<file path="src/rtl/mem_xbar_n_pkg.sv">
// Shared definitions for the mem_xbar_n crossbar.
//  - state_t         : crossbar FSM states (also exported on the debug port)
//  - DEFAULT_TIMEOUT : default number of WAIT cycles before a slave is declared dead
//  - width_min1()    : clog2 that never returns 0, for counters/indices that may degenerate
package mem_xbar_n_pkg;

  typedef enum logic [1:0] {
    S_IDLE = 2'd0,
    S_WAIT = 2'd1,
    S_RESP = 2'd2
  } state_t;

  localparam int DEFAULT_TIMEOUT = 255;

  function automatic int width_min1(input int value);
    int w;
    w = $clog2(value);
    return (w < 1) ? 1 : w;
  endfunction

endpackage

</file>
<file path="src/rtl/mem_xbar_n_if.sv">
// Bus bundle between a CPU data port, the crossbar and NUM_SLV slaves.
// Ports (all signals carry the crossbar-relative i_/o_ names):
//   CPU side   : i_req, o_ready, i_addr, i_data, i_wren, i_mask, o_rvalid, o_rdata, o_err
//   slave side : o_s_req, o_s_addr, o_s_data, o_s_mask, o_s_wren, i_s_ack, i_s_rdata
// Modports:
//   slave  : the crossbar's view (it is the slave of the CPU request channel)
//   master : the environment's view (CPU plus the attached memory slaves)
//
// Handshake: a request transfers on a rising clk edge where i_req && o_ready. The
// master holds i_req and its payload stable until that edge. Exactly one response
// follows per accepted request as a single-cycle o_rvalid strobe; no back-pressure
// on the response. Towards slaves, o_s_req[k] stays high with stable o_s_* until the
// edge where i_s_ack[k] is high (or the crossbar gives up); ack is sampled only then.
interface mem_xbar_n_if #(
  parameter int NUM_SLV = 4,
  parameter int ADDR_W  = 30,
  parameter int DATA_W  = 32
);
  localparam int MASK_W = DATA_W / 8;

  logic                      i_req;
  logic                      o_ready;
  logic [ADDR_W-1:0]         i_addr;
  logic [DATA_W-1:0]         i_data;
  logic                      i_wren;
  logic [MASK_W-1:0]         i_mask;
  logic                      o_rvalid;
  logic [DATA_W-1:0]         o_rdata;
  logic                      o_err;

  logic [NUM_SLV-1:0]        o_s_req;
  logic [ADDR_W-1:0]         o_s_addr;
  logic [DATA_W-1:0]         o_s_data;
  logic [MASK_W-1:0]         o_s_mask;
  logic                      o_s_wren;
  logic [NUM_SLV-1:0]        i_s_ack;
  logic [NUM_SLV*DATA_W-1:0] i_s_rdata;

  modport slave (
    input  i_req, i_addr, i_data, i_wren, i_mask, i_s_ack, i_s_rdata,
    output o_ready, o_rvalid, o_rdata, o_err,
           o_s_req, o_s_addr, o_s_data, o_s_mask, o_s_wren
  );

  modport master (
    output i_req, i_addr, i_data, i_wren, i_mask, i_s_ack, i_s_rdata,
    input  o_ready, o_rvalid, o_rdata, o_err,
           o_s_req, o_s_addr, o_s_data, o_s_mask, o_s_wren
  );

endinterface

</file>
<file path="src/rtl/mem_xbar_n_decode.sv">
// Combinational address decoder for mem_xbar_n.
// Ports:
//   addr     in  ADDR_W   word address from the CPU
//   hit      out 1        address falls in at least one region
//   sel      out NUM_SLV  one-hot winning region (0 when no hit)
//   idx      out IDX_W    binary index of the winning region
//   rel_addr out ADDR_W   addr - START of the winning region
// Regions may overlap; the lowest-numbered matching region wins.
module mem_xbar_n_decode #(
  parameter int                          NUM_SLV      = 4,
  parameter int                          ADDR_W       = 30,
  parameter int                          IDX_W        = 2,
  parameter logic [NUM_SLV*ADDR_W-1:0]   REGION_START = '0,
  parameter logic [NUM_SLV*ADDR_W-1:0]   REGION_LIMIT = '0
) (
  input  logic [ADDR_W-1:0]  addr,
  output logic               hit,
  output logic [NUM_SLV-1:0] sel,
  output logic [IDX_W-1:0]   idx,
  output logic [ADDR_W-1:0]  rel_addr
);

  always_comb begin
    hit      = 1'b0;
    sel      = '0;
    idx      = '0;
    rel_addr = '0;
    // Walk from the highest region down so the lowest matching one is written last.
    for (int k = NUM_SLV - 1; k >= 0; k--) begin
      if ((addr >= REGION_START[k*ADDR_W +: ADDR_W]) &&
          (addr <= REGION_LIMIT[k*ADDR_W +: ADDR_W])) begin
        hit      = 1'b1;
        sel      = '0;
        sel[k]   = 1'b1;
        idx      = IDX_W'(k);
        // Cannot wrap: addr >= START on this branch.
        rel_addr = addr - REGION_START[k*ADDR_W +: ADDR_W];
      end
    end
  end

endmodule

</file>
<file path="src/rtl/mem_xbar_n.sv">
// N-region crossbar between one CPU data port and NUM_SLV memory/MMIO slaves.
// Ports:
//   clk        in   clock, all state on posedge
//   rst        in   synchronous active-high reset
//   bus        if   mem_xbar_n_if.slave: CPU request/response + shared slave bus
//   dbg_state  out  current FSM state
// One transaction is in flight at a time. A mapped request is forwarded to the
// selected slave with a region-relative address and completes on that slave's ack
// or after TIMEOUT WAIT cycles (error). Unmapped requests return an error response
// one cycle after acceptance without touching any slave. All outputs are registered.
module mem_xbar_n
  import mem_xbar_n_pkg::*;
#(
  parameter int                        NUM_SLV      = 4,
  parameter int                        ADDR_W       = 30,
  parameter int                        DATA_W       = 32,
  parameter logic [NUM_SLV*ADDR_W-1:0] REGION_START = '0,
  parameter logic [NUM_SLV*ADDR_W-1:0] REGION_LIMIT = '0,
  parameter int                        TIMEOUT      = DEFAULT_TIMEOUT
) (
  input  logic               clk,
  input  logic               rst,
  mem_xbar_n_if.slave        bus,
  output state_t             dbg_state
);

  localparam int MASK_W = DATA_W / 8;
  localparam int IDX_W  = width_min1(NUM_SLV);
  localparam int CNT_W  = width_min1(TIMEOUT + 1);
  // Value the counter holds during the last permitted WAIT cycle.
  localparam logic [CNT_W-1:0] CNT_LAST = (TIMEOUT > 0) ? CNT_W'(TIMEOUT - 1) : '0;

  // Decoder outputs
  logic               dec_hit;
  logic [NUM_SLV-1:0] dec_sel;
  logic [IDX_W-1:0]   dec_idx;
  logic [ADDR_W-1:0]  dec_rel;

  mem_xbar_n_decode #(
    .NUM_SLV      (NUM_SLV),
    .ADDR_W       (ADDR_W),
    .IDX_W        (IDX_W),
    .REGION_START (REGION_START),
    .REGION_LIMIT (REGION_LIMIT)
  ) u_decode (
    .addr     (bus.i_addr),
    .hit      (dec_hit),
    .sel      (dec_sel),
    .idx      (dec_idx),
    .rel_addr (dec_rel)
  );

  // State and registered outputs
  state_t             state_q,  state_d;
  logic [CNT_W-1:0]   cnt_q,    cnt_d;
  logic [IDX_W-1:0]   idx_q,    idx_d;
  logic               ready_q,  ready_d;
  logic               rvalid_q, rvalid_d;
  logic               err_q,    err_d;
  logic [DATA_W-1:0]  rdata_q,  rdata_d;
  logic [NUM_SLV-1:0] s_req_q,  s_req_d;
  logic [ADDR_W-1:0]  s_addr_q, s_addr_d;
  logic [DATA_W-1:0]  s_data_q, s_data_d;
  logic [MASK_W-1:0]  s_mask_q, s_mask_d;
  logic               s_wren_q, s_wren_d;

  // Only the selected slave's ack and read data are ever looked at.
  logic               ack_sel;
  logic [DATA_W-1:0]  rdata_sel;

  assign ack_sel   = bus.i_s_ack[idx_q];
  assign rdata_sel = bus.i_s_rdata[idx_q*DATA_W +: DATA_W];

  always_comb begin
    state_d  = state_q;
    cnt_d    = cnt_q;
    idx_d    = idx_q;
    ready_d  = ready_q;
    rvalid_d = 1'b0;
    err_d    = err_q;
    rdata_d  = rdata_q;
    s_req_d  = s_req_q;
    s_addr_d = s_addr_q;
    s_data_d = s_data_q;
    s_mask_d = s_mask_q;
    s_wren_d = s_wren_q;

    unique case (state_q)
      S_IDLE: begin
        ready_d = 1'b1;
        if (bus.i_req && ready_q) begin
          ready_d = 1'b0;
          if (dec_hit) begin
            s_req_d  = dec_sel;
            s_addr_d = dec_rel;
            s_data_d = bus.i_data;
            s_mask_d = bus.i_mask;
            s_wren_d = bus.i_wren;
            idx_d    = dec_idx;
            cnt_d    = '0;
            state_d  = S_WAIT;
          end else begin
            rvalid_d = 1'b1;
            err_d    = 1'b1;
            rdata_d  = '0;
            state_d  = S_RESP;
          end
        end
      end

      S_WAIT: begin
        ready_d = 1'b0;
        // Ack is checked first so a last-cycle ack beats the timeout.
        if (ack_sel) begin
          rvalid_d = 1'b1;
          err_d    = 1'b0;
          rdata_d  = s_wren_q ? '0 : rdata_sel;
          s_req_d  = '0;
          s_wren_d = 1'b0;
          cnt_d    = '0;
          state_d  = S_RESP;
        end else if ((TIMEOUT != 0) && (cnt_q == CNT_LAST)) begin
          rvalid_d = 1'b1;
          err_d    = 1'b1;
          rdata_d  = '0;
          s_req_d  = '0;
          s_wren_d = 1'b0;
          cnt_d    = '0;
          state_d  = S_RESP;
        end else begin
          cnt_d = cnt_q + 1'b1;
        end
      end

      S_RESP: begin
        ready_d = 1'b1;
        state_d = S_IDLE;
      end

      default: begin
        ready_d  = 1'b1;
        s_req_d  = '0;
        s_wren_d = 1'b0;
        cnt_d    = '0;
        state_d  = S_IDLE;
      end
    endcase
  end

  always_ff @(posedge clk) begin
    if (rst) begin
      state_q  <= S_IDLE;
      cnt_q    <= '0;
      idx_q    <= '0;
      ready_q  <= 1'b1;
      rvalid_q <= 1'b0;
      err_q    <= 1'b0;
      rdata_q  <= '0;
      s_req_q  <= '0;
      s_addr_q <= '0;
      s_data_q <= '0;
      s_mask_q <= '0;
      s_wren_q <= 1'b0;
    end else begin
      state_q  <= state_d;
      cnt_q    <= cnt_d;
      idx_q    <= idx_d;
      ready_q  <= ready_d;
      rvalid_q <= rvalid_d;
      err_q    <= err_d;
      rdata_q  <= rdata_d;
      s_req_q  <= s_req_d;
      s_addr_q <= s_addr_d;
      s_data_q <= s_data_d;
      s_mask_q <= s_mask_d;
      s_wren_q <= s_wren_d;
    end
  end

  assign bus.o_ready  = ready_q;
  assign bus.o_rvalid = rvalid_q;
  assign bus.o_err    = err_q;
  assign bus.o_rdata  = rdata_q;
  assign bus.o_s_req  = s_req_q;
  assign bus.o_s_addr = s_addr_q;
  assign bus.o_s_data = s_data_q;
  assign bus.o_s_mask = s_mask_q;
  assign bus.o_s_wren = s_wren_q;
  assign dbg_state    = state_q;

endmodule

</file>
<file path="src/flat_wrapper.sv">
// flat-port wrapper written by rule: the top's interface ports become plain ports
module mem_xbar_n_flat import mem_xbar_n_pkg::*;
#(
  parameter int                        NUM_SLV      = 4,
  parameter int                        ADDR_W       = 30,
  parameter int                        DATA_W       = 32,
  parameter logic [NUM_SLV*ADDR_W-1:0] REGION_START = '0,
  parameter logic [NUM_SLV*ADDR_W-1:0] REGION_LIMIT = '0,
  parameter int                        TIMEOUT      = DEFAULT_TIMEOUT
)
  (clk, rst, dbg_state, bus_i_req, bus_i_addr, bus_i_data, bus_i_wren, bus_i_mask, bus_i_s_ack, bus_i_s_rdata, bus_o_ready, bus_o_rvalid, bus_o_rdata, bus_o_err, bus_o_s_req, bus_o_s_addr, bus_o_s_data, bus_o_s_mask, bus_o_s_wren);
  mem_xbar_n_if #(.NUM_SLV(NUM_SLV), .ADDR_W(ADDR_W), .DATA_W(DATA_W)) bus_i ();
  input  logic clk;
  input  logic rst;
  output state_t dbg_state;
  input wire logic [$bits(bus_i.i_req)-1:0] bus_i_req;
  input wire logic [$bits(bus_i.i_addr)-1:0] bus_i_addr;
  input wire logic [$bits(bus_i.i_data)-1:0] bus_i_data;
  input wire logic [$bits(bus_i.i_wren)-1:0] bus_i_wren;
  input wire logic [$bits(bus_i.i_mask)-1:0] bus_i_mask;
  input wire logic [$bits(bus_i.i_s_ack)-1:0] bus_i_s_ack;
  input wire logic [$bits(bus_i.i_s_rdata)-1:0] bus_i_s_rdata;
  output wire logic [$bits(bus_i.o_ready)-1:0] bus_o_ready;
  output wire logic [$bits(bus_i.o_rvalid)-1:0] bus_o_rvalid;
  output wire logic [$bits(bus_i.o_rdata)-1:0] bus_o_rdata;
  output wire logic [$bits(bus_i.o_err)-1:0] bus_o_err;
  output wire logic [$bits(bus_i.o_s_req)-1:0] bus_o_s_req;
  output wire logic [$bits(bus_i.o_s_addr)-1:0] bus_o_s_addr;
  output wire logic [$bits(bus_i.o_s_data)-1:0] bus_o_s_data;
  output wire logic [$bits(bus_i.o_s_mask)-1:0] bus_o_s_mask;
  output wire logic [$bits(bus_i.o_s_wren)-1:0] bus_o_s_wren;
  assign bus_i.i_req = bus_i_req;
  assign bus_i.i_addr = bus_i_addr;
  assign bus_i.i_data = bus_i_data;
  assign bus_i.i_wren = bus_i_wren;
  assign bus_i.i_mask = bus_i_mask;
  assign bus_i.i_s_ack = bus_i_s_ack;
  assign bus_i.i_s_rdata = bus_i_s_rdata;
  assign bus_o_ready = bus_i.o_ready;
  assign bus_o_rvalid = bus_i.o_rvalid;
  assign bus_o_rdata = bus_i.o_rdata;
  assign bus_o_err = bus_i.o_err;
  assign bus_o_s_req = bus_i.o_s_req;
  assign bus_o_s_addr = bus_i.o_s_addr;
  assign bus_o_s_data = bus_i.o_s_data;
  assign bus_o_s_mask = bus_i.o_s_mask;
  assign bus_o_s_wren = bus_i.o_s_wren;
  mem_xbar_n #(.NUM_SLV(NUM_SLV), .ADDR_W(ADDR_W), .DATA_W(DATA_W), .REGION_START(REGION_START), .REGION_LIMIT(REGION_LIMIT), .TIMEOUT(TIMEOUT)) u_core (.clk(clk), .rst(rst), .bus(bus_i), .dbg_state(dbg_state));
endmodule
</file>
<file path="config.mk">
export PLATFORM = sky130hd
export DESIGN_NAME = mem_xbar_n_flat
export DESIGN_NICKNAME = d
export VERILOG_FILES = /design/src/rtl/mem_xbar_n_pkg.sv /design/src/rtl/mem_xbar_n_if.sv /design/src/rtl/mem_xbar_n_decode.sv /design/src/rtl/mem_xbar_n.sv /design/src/flat_wrapper.sv
export SDC_FILE = /design/constraint.sdc
export NUM_CORES = 1
export LEC_CHECK = 0
export BUFFER_PORTS_ARGS = -buffer_cell sky130_fd_sc_hd__buf_2
export CORE_AREA = 2 2 119 121
export CTS_BUF_LIST = sky130_fd_sc_hd__clkbuf_16
export DETAILED_ROUTE_END_ITERATION = 16
export DIE_AREA = 0 0 121 123
export PLACE_DENSITY = 0.74
export SLEW_MARGIN = 20
export SYNTH_ARGS = -nofsm -noshare
export SYNTH_HDL_FRONTEND = slang
export SYNTH_SLANG_ARGS = --single-unit
export TNS_END_PERCENT = 100
</file>
<file path="constraint.sdc">
create_clock -name clk -period 2.65 [get_ports clk]
set_clock_uncertainty 0.05 [all_clocks]
set_input_delay 0.53 -clock clk [delete_from_list [all_inputs] [get_ports clk]]
set_output_delay 0.53 -clock clk [all_outputs]
set_load 0.05 [all_outputs]
</file>
==> results of run 1 <==
[final timing paths]
| kind | from | endpoint | slack [ns] | cells after the start |
|---|---|---|---|---|
| hold reg to reg | u_core.bus.o_s_addr[17]$_SDFFE_PP0P_ | u_core.bus.o_s_addr[17]$_SDFFE_PP0P_ | 0.40 | 1 |
| hold / removal | bus_i_s_rdata[21] | u_core.bus.o_rdata[21]$_SDFFE_PP0P_ | 0.28 | 2 |
| setup reg to reg | u_core.cnt_q[0]$_SDFFE_PP0P_ | u_core.cnt_q[7]$_SDFFE_PP0P_ | 0.61 | 7 |
| setup / recovery | u_core.cnt_q[0]$_SDFFE_PP0P_ | u_core.cnt_q[7]$_SDFFE_PP0P_ | 0.61 | 7 |
[layer usage]
metal | up-vias | track usage | wire [um]
met5 | - | 0 | 11
met4 | 2 | 0.0552 | 100
met3 | 12 | 0.0687 | 1090
met2 | 148 | 0.227 | 4770
met1 | 1510 | 0.166 | 4470
li1 | 1730 | - | -
[metrics by stage]
step                      cells  instance area, um2  utilization
after floorplan             369                4020            -
after global placement      741                5220        0.383
after detailed placement    741                5220        0.383
after CTS                   773                5840        0.429
after global routing        773                5840        0.429
final                       773                5840        0.429
[cell families after synthesis]
group	Yosys count
and+or+nand+nor	128
other	1
adders and majority gates	2
buffers and inverters	28
DFF	113
muxes	36
AOI/OAI and AO/OA	59
[final cells by class]
type,instances,area share
clock buffers,17,0.0729
multi-input cells,228,0.272
well taps,180,0.0386
inverters,4,0.00257
flip-flops and latches,113,0.388
repair buffers,216,0.193
clock inverters,15,0.0328
[where the power goes]
group	switching, mW	leakage [nW]	internal [mW]	total (mW)
Clock	0.806	0.303	1.57	2.37
Sequential	0.00504	0.911	1.71	1.71
Combinational	0.100	1.48	0.0796	0.180
Total	0.912	2.69	3.35	4.26
[critical path: cells and delay by family, from the launching register on]
family / cells / cell delay, ns
adders and majority gates: 1 / 0.18
and+or+nand+nor: 2 / 0.47
DFF: 1 / 0.42
buffers and inverters: 1 / 0.07
AOI/OAI and AO/OA: 3 / 0.78
[sequential cells by signal, summed over array words and instances (netlist names)]
name,flops
u_core.bus.o_rvalid,1
u_core.bus.o_s_req,1
u_core.dbg_state,2
u_core.bus.o_rdata,32
u_core.cnt_q,8
u_core.bus.o_s_mask,4
u_core.bus.o_s_data,32
u_core.bus.o_s_addr,30
u_core.bus.o_ready,1
u_core.bus.o_err,1
u_core.bus.o_s_wren,1
[Yosys cell counts (all sizes together), types with 2 or more instances]
master	n	area share
a21oi	6	0.0075
a22o	32	0.071
a31oi	7	0.011
and2	32	0.050
and4	3	0.0066
buf	14	0.030
clkbuf	10	0.0094
dfxtp	113	0.56
ha	2	0.0062
inv	4	0.0037
mux2i	36	0.090
nand2	8	0.0075
nand3	4	0.0050
nand3b	3	0.0056
nand4	4	0.0062
nor2	47	0.044
nor3	6	0.010
nor4	8	0.021
o21ai	5	0.0062
o31a	4	0.0087
or3	3	0.0047
or3b	4	0.0087
[cell usage in the layout, fill, tap and decap left out, types with 2 or more instances in the layout]
master     count
inv_6          2
and4_1         3
and2_1        32
a31oi_1        7
nor2_1        47
clkinv_1       4
bufinv_16      4
or3b_2         4
buf_4          7
a21oi_1        6
or3_1          3
dfxtp_1      113
clkinv_4       4
ha_1           2
nand3_1        4
inv_1          5
o21ai_0        5
a22o_1        30
conb_1         3
nand2_1        8
nand4_1        4
o31a_1         4
nor4_2         3
mux2i_1       36
clkbuf_16     17
nor4_1         4
nor3_1         5
a22o_2         2
buf_12         2
nand3b_1       3
buf_2        207
==> results.json, run 1 <==
{
  "run_status": "completed",
  "slowest_delay_ns": 0.42,
  "cpMaxStageDelayCell": "dfxtp_1",
  "rsz0062_at_grt": "false",
  "cts_tree": "built",
  "synth_fa_ha_area_frac": 0.00624,
  "cts_setup_buffers": 0,
  "setup_viol": 0,
  "synth_compound_area_frac": 0.115,
  "synthFlopType": "dfxtp_1",
  "drtPass1Iterations": 5,
  "fin_ws_ns": 0.605,
  "io_buffers": 207,
  "slew_headroom": 0.584,
  "post-place-ws_ns": 0.402,
  "grt_max_degree": 33,
  "grt_pass1_vias": 3355,
  "grtUsageTotal": 0.143,
  "cp-start-kind": "flip-flop",
  "drv_slew": 0,
  "synthXorXnorAreaFrac": 0,
  "antenna_cells": 0,
  "die_w_um": 121,
  "antenna_found_initial": 1,
  "maxCapViolations": 0,
  "dpl.hpwl_mm": 7.61,
  "tightest_slew_ns": 0.621,
  "cts.path.max_buffers": 2,
  "cp_cell_sequence": "inv_1, ha_1, and2_1, a311o_1, or2_2, o31a_1, a31oi_1",
  "leakagePower_nw": 2.69,
  "cp.arrival_ns": 2.31,
  "drt_iter0_markers": 108,
  "ant_nets": 0,
  "fin_crit_ns": 2.04,
  "routedWlPerCell_um": 13.5,
  "hold_path.class": "input pin to flip-flop",
  "synthCells": 367,
  "synth_seq_cells": 113,
  "coreArea_um2": 13600,
  "end_kind": "flip-flop",
  "std_cell_rows": 43,
  "path_max_fanout": 6,
  "yosysUniqueCellTypes": 41,
  "route.detailed.drc": 0,
  "syn_area_um2": 4010,
  "critical_path_required_ns": 2.92,
  "vias": 3402,
  "wl_mm": 10.4,
  "fill_cells": 1361,
  "ioPinCount": 310,
  "holdWs_ns": 0.280,
  "seq_area_um2": 2260,
  "power_mw": 4.26,
  "muxShareOfSynthArea": 0.0899,
  "cts_resized": 0,
  "vias_per_cell": 4.40,
  "grt_pass1_wl_mm": 16.6,
  "areaGrowthSynthToFinish_pct": 45.6,
  "synth_edf_count": 0,
  "die_h_um": 123,
  "grt_remaining_overflow": 0,
  "start_util": 0.295,
  "synthArstFlopShare": 0,
  "multi_input_area_um2": 1590,
  "yosys.area_share.simple": 0.181,
  "irDropWorstVdd_mv": 0.707,
  "clk_pin_slew_ns": 0.06,
  "dieArea_um2": 14900,
  "clock_sinks": 113,
  "power.density_nw_per_um2": 731,
  "yosysWarnings": 0,
  "synth_top_family_by_area": "simple AND/OR/NAND/NOR gates",
  "avgSynthCellArea_um2": 10.9,
  "numCtsBuffers": 17,
  "fmax_mhz": 489,
  "ctsHoldBuffers": 0,
  "ys_seq_area_frac": 0.564,
  "critical_path_class": "flip-flop to flip-flop",
  "fin_setup_tns_ns": 0,
  "layout.nets": 784,
  "routabilityCongestion": 0.759,
  "cts_root_buf": "clkbuf_16",
  "drive_gt1_frac": 0.433,
  "final.period_utilization": 0.772,
  "clock_latency_ns": 0.40,
  "finalHoldViolations": 0,
  "ctsHtreeMaxLevel": 4
}
Note: power is estimated with default switching activity, not from simulation.
==> run 2: changes to the inputs <==
Settings changed: ABC_AREA from default to 1, CORE_AREA 2 2 119 121 to default, CORE_UTILIZATION from default to 30, DIE_AREA 0 0 121 123 to default, PLACE_DENSITY 0.74 to 0.73.
Clock period 2.65 ns to 1.97 ns, I/O delays scaled along.
==> results.json, run 2 <==
{
  "run_status": "completed",
  "post-place-ws_ns": 0.0975,
  "multi_input_area_um2": 1740,
  "final.period_utilization": 0.862,
  "fmax_mhz": 589,
  "layout.nets": 956,
  "fill_cells": 1384,
  "grt_max_degree": 67,
  "hold_start": "bus_i_data[1]",
  "synthTopCellsByCount": "nand2_1, dfxtp_1, a21oi_1, nor2_1, nand3_1",
  "cts.path.max_buffers": 2,
  "dpl.hpwl_mm": 8.15,
  "drt_iter0_markers": 167,
  "antenna_found_initial": 0,
  "power.density_nw_per_um2": 887,
  "rrSetupSlack_ns": 0.27,
  "cp-start-kind": "flip-flop",
  "ant_nets": 0,
  "maxCapViolations": 0,
  "synthArstFlopShare": 0,
  "numCtsBuffers": 17,
  "path_max_fanout": 36,
  "critical_path_class": "flip-flop to flip-flop",
  "start_util": 0.313,
  "seq_area_um2": 2260,
  "cts_setup_buffers": 0,
  "finalNonFillerCells": 940,
  "drive_gt1_frac": 0.339,
  "routedWlPerCell_um": 12.4,
  "avgSynthCellArea_um2": 7.72,
  "min_delay_worst_endpoint": "u_core.bus.o_s_data[1]$_SDFFE_PP0P_",
  "io_buffers": 207,
  "synth_seq_cells": 113,
  "vias_per_cell": 4.50,
  "cts_root_buf": "clkbuf_16",
  "synthFlopType": "dfxtp_1",
  "dieArea_um2": 14600,
  "cp.arrival_ns": 1.98,
  "synthTopCellsByArea": "dfxtp_1, nand2_1, a21oi_1, nor2_1, nand3_1",
  "synth_edf_count": 0,
  "synth_largest_area_cell": "dfxtp_1",
  "ctsHtreeMaxLevel": 4,
  "std_cell_rows": 42,
  "netlist.area_leader.share": 0.536,
  "ioPinCount": 310,
  "ctsHoldBuffers": 0,
  "ff2ff_path_depth": 9,
  "yosysWarnings": 0,
  "hold_path.class": "input pin to flip-flop",
  "fin_crit_ns": 1.70,
  "final_common_cell": "buf_2",
  "final_cell_mix": "buf_2, nand2_1, dfxtp_1, a21oi_1, nor2_1",
  "timing.rr.end": "u_core.bus.o_s_data[23]$_SDFFE_PP0P_",
  "grtUsageTotal": 0.168,
  "ys_seq_area_frac": 0.536,
  "drtPass1Iterations": 4,
  "routabilityCongestion": 0.817,
  "vias": 4233,
  "clk_pin_slew_ns": 0.06,
  "grt_pass1_vias": 3942,
  "clock_sinks": 113,
  "die_w_um": 121,
  "grt_remaining_overflow": 0,
  "r2r-start": "u_core.bus.o_ready$_SDFF_PP1_",
  "synth.most_common_cell": "nand2_1",
  "drv_slew": 0,
  "leakagePower_nw": 2.75,
  "route.detailed.drc": 0,
  "synthCells": 547,
  "rsz0062_at_grt": "false",
  "dp_cells": 909,
  "yosysUniqueCellTypes": 23,
  "finalHoldViolations": 0,
  "final_util": 0.445,
  "irDropWorstVdd_mv": 0.529,
  "end_kind": "flip-flop",
  "grt_pass1_wl_mm": 19.1,
  "syn_area_um2": 4220,
  "cts_tree": "built",
  "critical_path_required_ns": 2.25,
  "setup_viol": 0,
  "antenna_cells": 0,
  "die_h_um": 121,
  "min_path_cells": 3,
  "cts_resized": 0,
  "power_mw": 5.33,
  "areaGrowthSynthToFinish_pct": 42.3,
  "fin_ws_ns": 0.271,
  "wl_mm": 11.7,
  "clock_latency_ns": 0.40,
  "fin_setup_tns_ns": 0,
  "coreArea_um2": 13500
}
## run 2: changes by cell type in the layout (fill, tap and decap cells not counted), sizes merged, moves of 32 or more
| cell | delta |
|---|---|
| and2 | -32 |
| nand3 | +40 |
| nand2 | +160 |
| a22o | -32 |
| a21oi | +70 |
| mux2i | -36 |
## run 2: routing by layer
layer | wire length [um] | global-route usage | up-vias
met4 | 182 | 0.0610 | 0
met1 | 5240 | 0.202 | 1880
met3 | 1210 | 0.0821 | 15
li1 | - | - | 2173
met2 | 5020 | 0.257 | 165
met5 | 0 | 0 | -
## run 2: how the worst max path moves through the flow
stage	from	endpoint	slack [ns]	depth (start not counted)
2_1_floorplan	u_core.bus.o_ready$_SDFF_PP1_	u_core.bus.o_s_data[22]$_SDFFE_PP0P_	0.18	9
6_report	u_core.bus.o_ready$_SDFF_PP1_	u_core.bus.o_s_data[23]$_SDFFE_PP0P_	0.27	9
5_1_grt	u_core.cnt_q[0]$_SDFFE_PP0P_	u_core.bus.o_err$_SDFFE_PP0P_	0.09	9
3_3_place_gp	bus_i_req	u_core.bus.o_s_data[23]$_SDFFE_PP0P_	0.11	10
3_5_place_dp	bus_i_req	u_core.bus.o_s_data[23]$_SDFFE_PP0P_	0.1	10
4_1_cts	u_core.bus.o_ready$_SDFF_PP1_	u_core.bus.o_s_data[23]$_SDFFE_PP0P_	0.26	9
## run 2: layout make-up
cell class,count,area share
timing repair buffer,219,0.198
clock buffer,17,0.0708
sequential,113,0.377
multi-input combinational,388,0.289
tap,176,0.0367
inverter,13,0.00812
clock inverter,14,0.0202
## run 2: worst max-delay path, stage by stage (launching register included)
cell	delay (ns)
dfxtp_2	0.32
nand2_1	0.13
nor3_4	0.23
nand2_1	0.10
nor2_2	0.12
nand2_2	0.10
nor2_8	0.10
buf_12	0.20
nand2_1	0.11
a21oi_1	0.15
## run 2: stage by stage
step,cell area [um2],hold WS [ns]
floorplan,4230,0.441
global route,6010,0.170
finish,6010,0.186
CTS,6010,0.162
global placement,5460,0.373
detailed placement,5460,0.376
## run 2: logic make-up (layout without fill, tap and decap cells)
logic type                 Yosys count  in the layout  share of synthesized area
buffers and inverters               48            263                     0.0548
AOI/OAI and AO/OA                   80             80                     0.0975
other                                1              3                   0.000888
and+or+nand+nor                    300            300                      0.299
DFF                                113            113                      0.536
xor gates and xnor gates             3              3                    0.00622
adders and majority gates            2              2                    0.00592
## run 2: report_power, final
part           total, mW  internal (mW)  switching [mW]
Sequential          2.30           2.29         0.00306
Combinational      0.244          0.103           0.140
Clock               2.79           1.71            1.07
Total               5.33           4.11            1.22
==> run 3: changes to the inputs <==
Settings changed: CAP_MARGIN from default to 10, CELL_PAD_IN_SITES_DETAIL_PLACEMENT from default to 1, CELL_PAD_IN_SITES_GLOBAL_PLACEMENT from default to 1, CORE_UTILIZATION 30 to 27, PLACE_DENSITY 0.73 to 0.92.
==> results.json, run 3 (synthesis results as in run 2) <==
{
  "run_status": "completed",
  "slowest_delay_ns": 0.52,
  "dpl.hpwl_mm": 9.63,
  "fin_setup_tns_ns": 0,
  "clock_sinks": 113,
  "irDropWorstVdd_mv": 0.579,
  "ioPinCount": 310,
  "cp_top_family": "flip-flops",
  "routabilityCongestion": 0.789,
  "io_buffers": 207,
  "power.density_nw_per_um2": 907,
  "dieArea_um2": 16100,
  "final_common_cell": "buf_2",
  "grt_pass1_vias": 4373,
  "post-place-ws_ns": 0.0417,
  "start_util": 0.277,
  "ctsHoldBuffers": 0,
  "cp_num_buf_inv": 3,
  "fin_ws_ns": 0.207,
  "vias_per_cell": 4.51,
  "setup_viol": 0,
  "final.period_utilization": 0.895,
  "cts.path.max_buffers": 2,
  "drive_gt1_frac": 0.342,
  "fin_crit_ns": 1.76,
  "maxCapViolations": 0,
  "clock_latency_ns": 0.41,
  "die_w_um": 127,
  "cpMaxStageDelayCell": "dfxtp_1",
  "cp.arrival_ns": 2.04,
  "layout.nets": 957,
  "end_kind": "flip-flop",
  "cts_root_buf": "clkbuf_16",
  "drv_slew": 0,
  "clk_pin_slew_ns": 0.06,
  "routedWlPerCell_um": 14.0,
  "cp-start-kind": "flip-flop",
  "drtPass1Iterations": 6,
  "antenna_found_initial": 1,
  "std_cell_rows": 45,
  "cp_cell_sequence": "clkinvlp_4, nor3_1, inv_1, nor2_2, buf_12, nand2_1, a21oi_1",
  "grt_pass1_wl_mm": 21.7,
  "cts_tree": "built",
  "rsz0062_at_grt": "false",
  "grt_max_degree": 105,
  "grtUsageTotal": 0.172,
  "route.detailed.drc": 0,
  "areaGrowthSynthToFinish_pct": 44.3,
  "leakagePower_nw": 2.78,
  "ctsHtreeMaxLevel": 4,
  "fmax_mhz": 567,
  "dp_cells": 943,
  "final_cell_mix": "buf_2, nand2_1, dfxtp_1, a21oi_1, nor2_1",
  "coreArea_um2": 15300,
  "ant_nets": 0,
  "finalHoldViolations": 0,
  "critical_path_class": "flip-flop to flip-flop",
  "die_h_um": 127,
  "numCtsBuffers": 17,
  "finalNonFillerCells": 978,
  "grt_remaining_overflow": 0,
  "critical_path_required_ns": 2.25,
  "path_max_fanout": 27,
  "hold_path.class": "input pin to flip-flop",
  "wl_mm": 13.7,
  "vias": 4410,
  "drt_iter0_markers": 140
}
[run 3: metrics by stage]
step	utilization	power, mW	cell area, um2	hold slack, ns
floorplan	-	2.46	4230	0.441
global placement	0.360	2.59	5500	0.373
detailed placement	0.360	2.60	5500	0.375
CTS	0.398	5.60	6070	0.151
global route	0.399	5.72	6090	0.161
finish	0.399	5.52	6090	0.173
[run 3: power by group]
part	switching (mW)	internal, mW	total [mW]
combinational	0.145	0.104	0.250
clock	1.21	1.77	2.98
sequential	0.00325	2.29	2.29
[run 3: cell type report]
cell class,count,area (um2)
Clock buffer,17,425
Clock inverter,15,150
Multi-Input combinational cell,388,1740
Sequential cell,113,2260
Antenna cell,1,2.50
Fill cell,1927,9170
Timing Repair Buffer,220,1200
Inverter,13,52.6
Tap cell,211,264
[run 3: worst paths after layout]
path | start | to | slack, ns | cells past startpoint
worst min register to register | u_core.bus.o_s_addr[23]$_SDFFE_PP0P_ | u_core.bus.o_s_addr[23]$_SDFFE_PP0P_ | 0.39 | 2
worst min-delay path | rst | u_core.dbg_state[0]$_SDFFE_PP0P_ | 0.17 | 2
worst max-delay path | u_core.dbg_state[0]$_SDFFE_PP0P_ | u_core.bus.o_rdata[18]$_SDFFE_PP0P_ | 0.21 | 7
worst max register to register | u_core.dbg_state[0]$_SDFFE_PP0P_ | u_core.bus.o_rdata[18]$_SDFFE_PP0P_ | 0.21 | 7
[run 3: repair_timing]
| item | CTS | global route |
|---|---|---|
| buffers inserted | 0 | 2 |
| gates resized for setup | 0 | 1 |
| setup endpoints to repair | 0 | 14 |
| hold endpoints to repair | 0 | 0 |
[run 3: metal layers]
metal / vias up / track usage / wire (um)
met3: 15 / 0.0808 / 1250
li1: 2181 / - / -
met5: - / 0 / 0
met4: 0 / 0.0567 / 189
met1: 2063 / 0.193 / 5810
met2: 151 / 0.289 / 6430
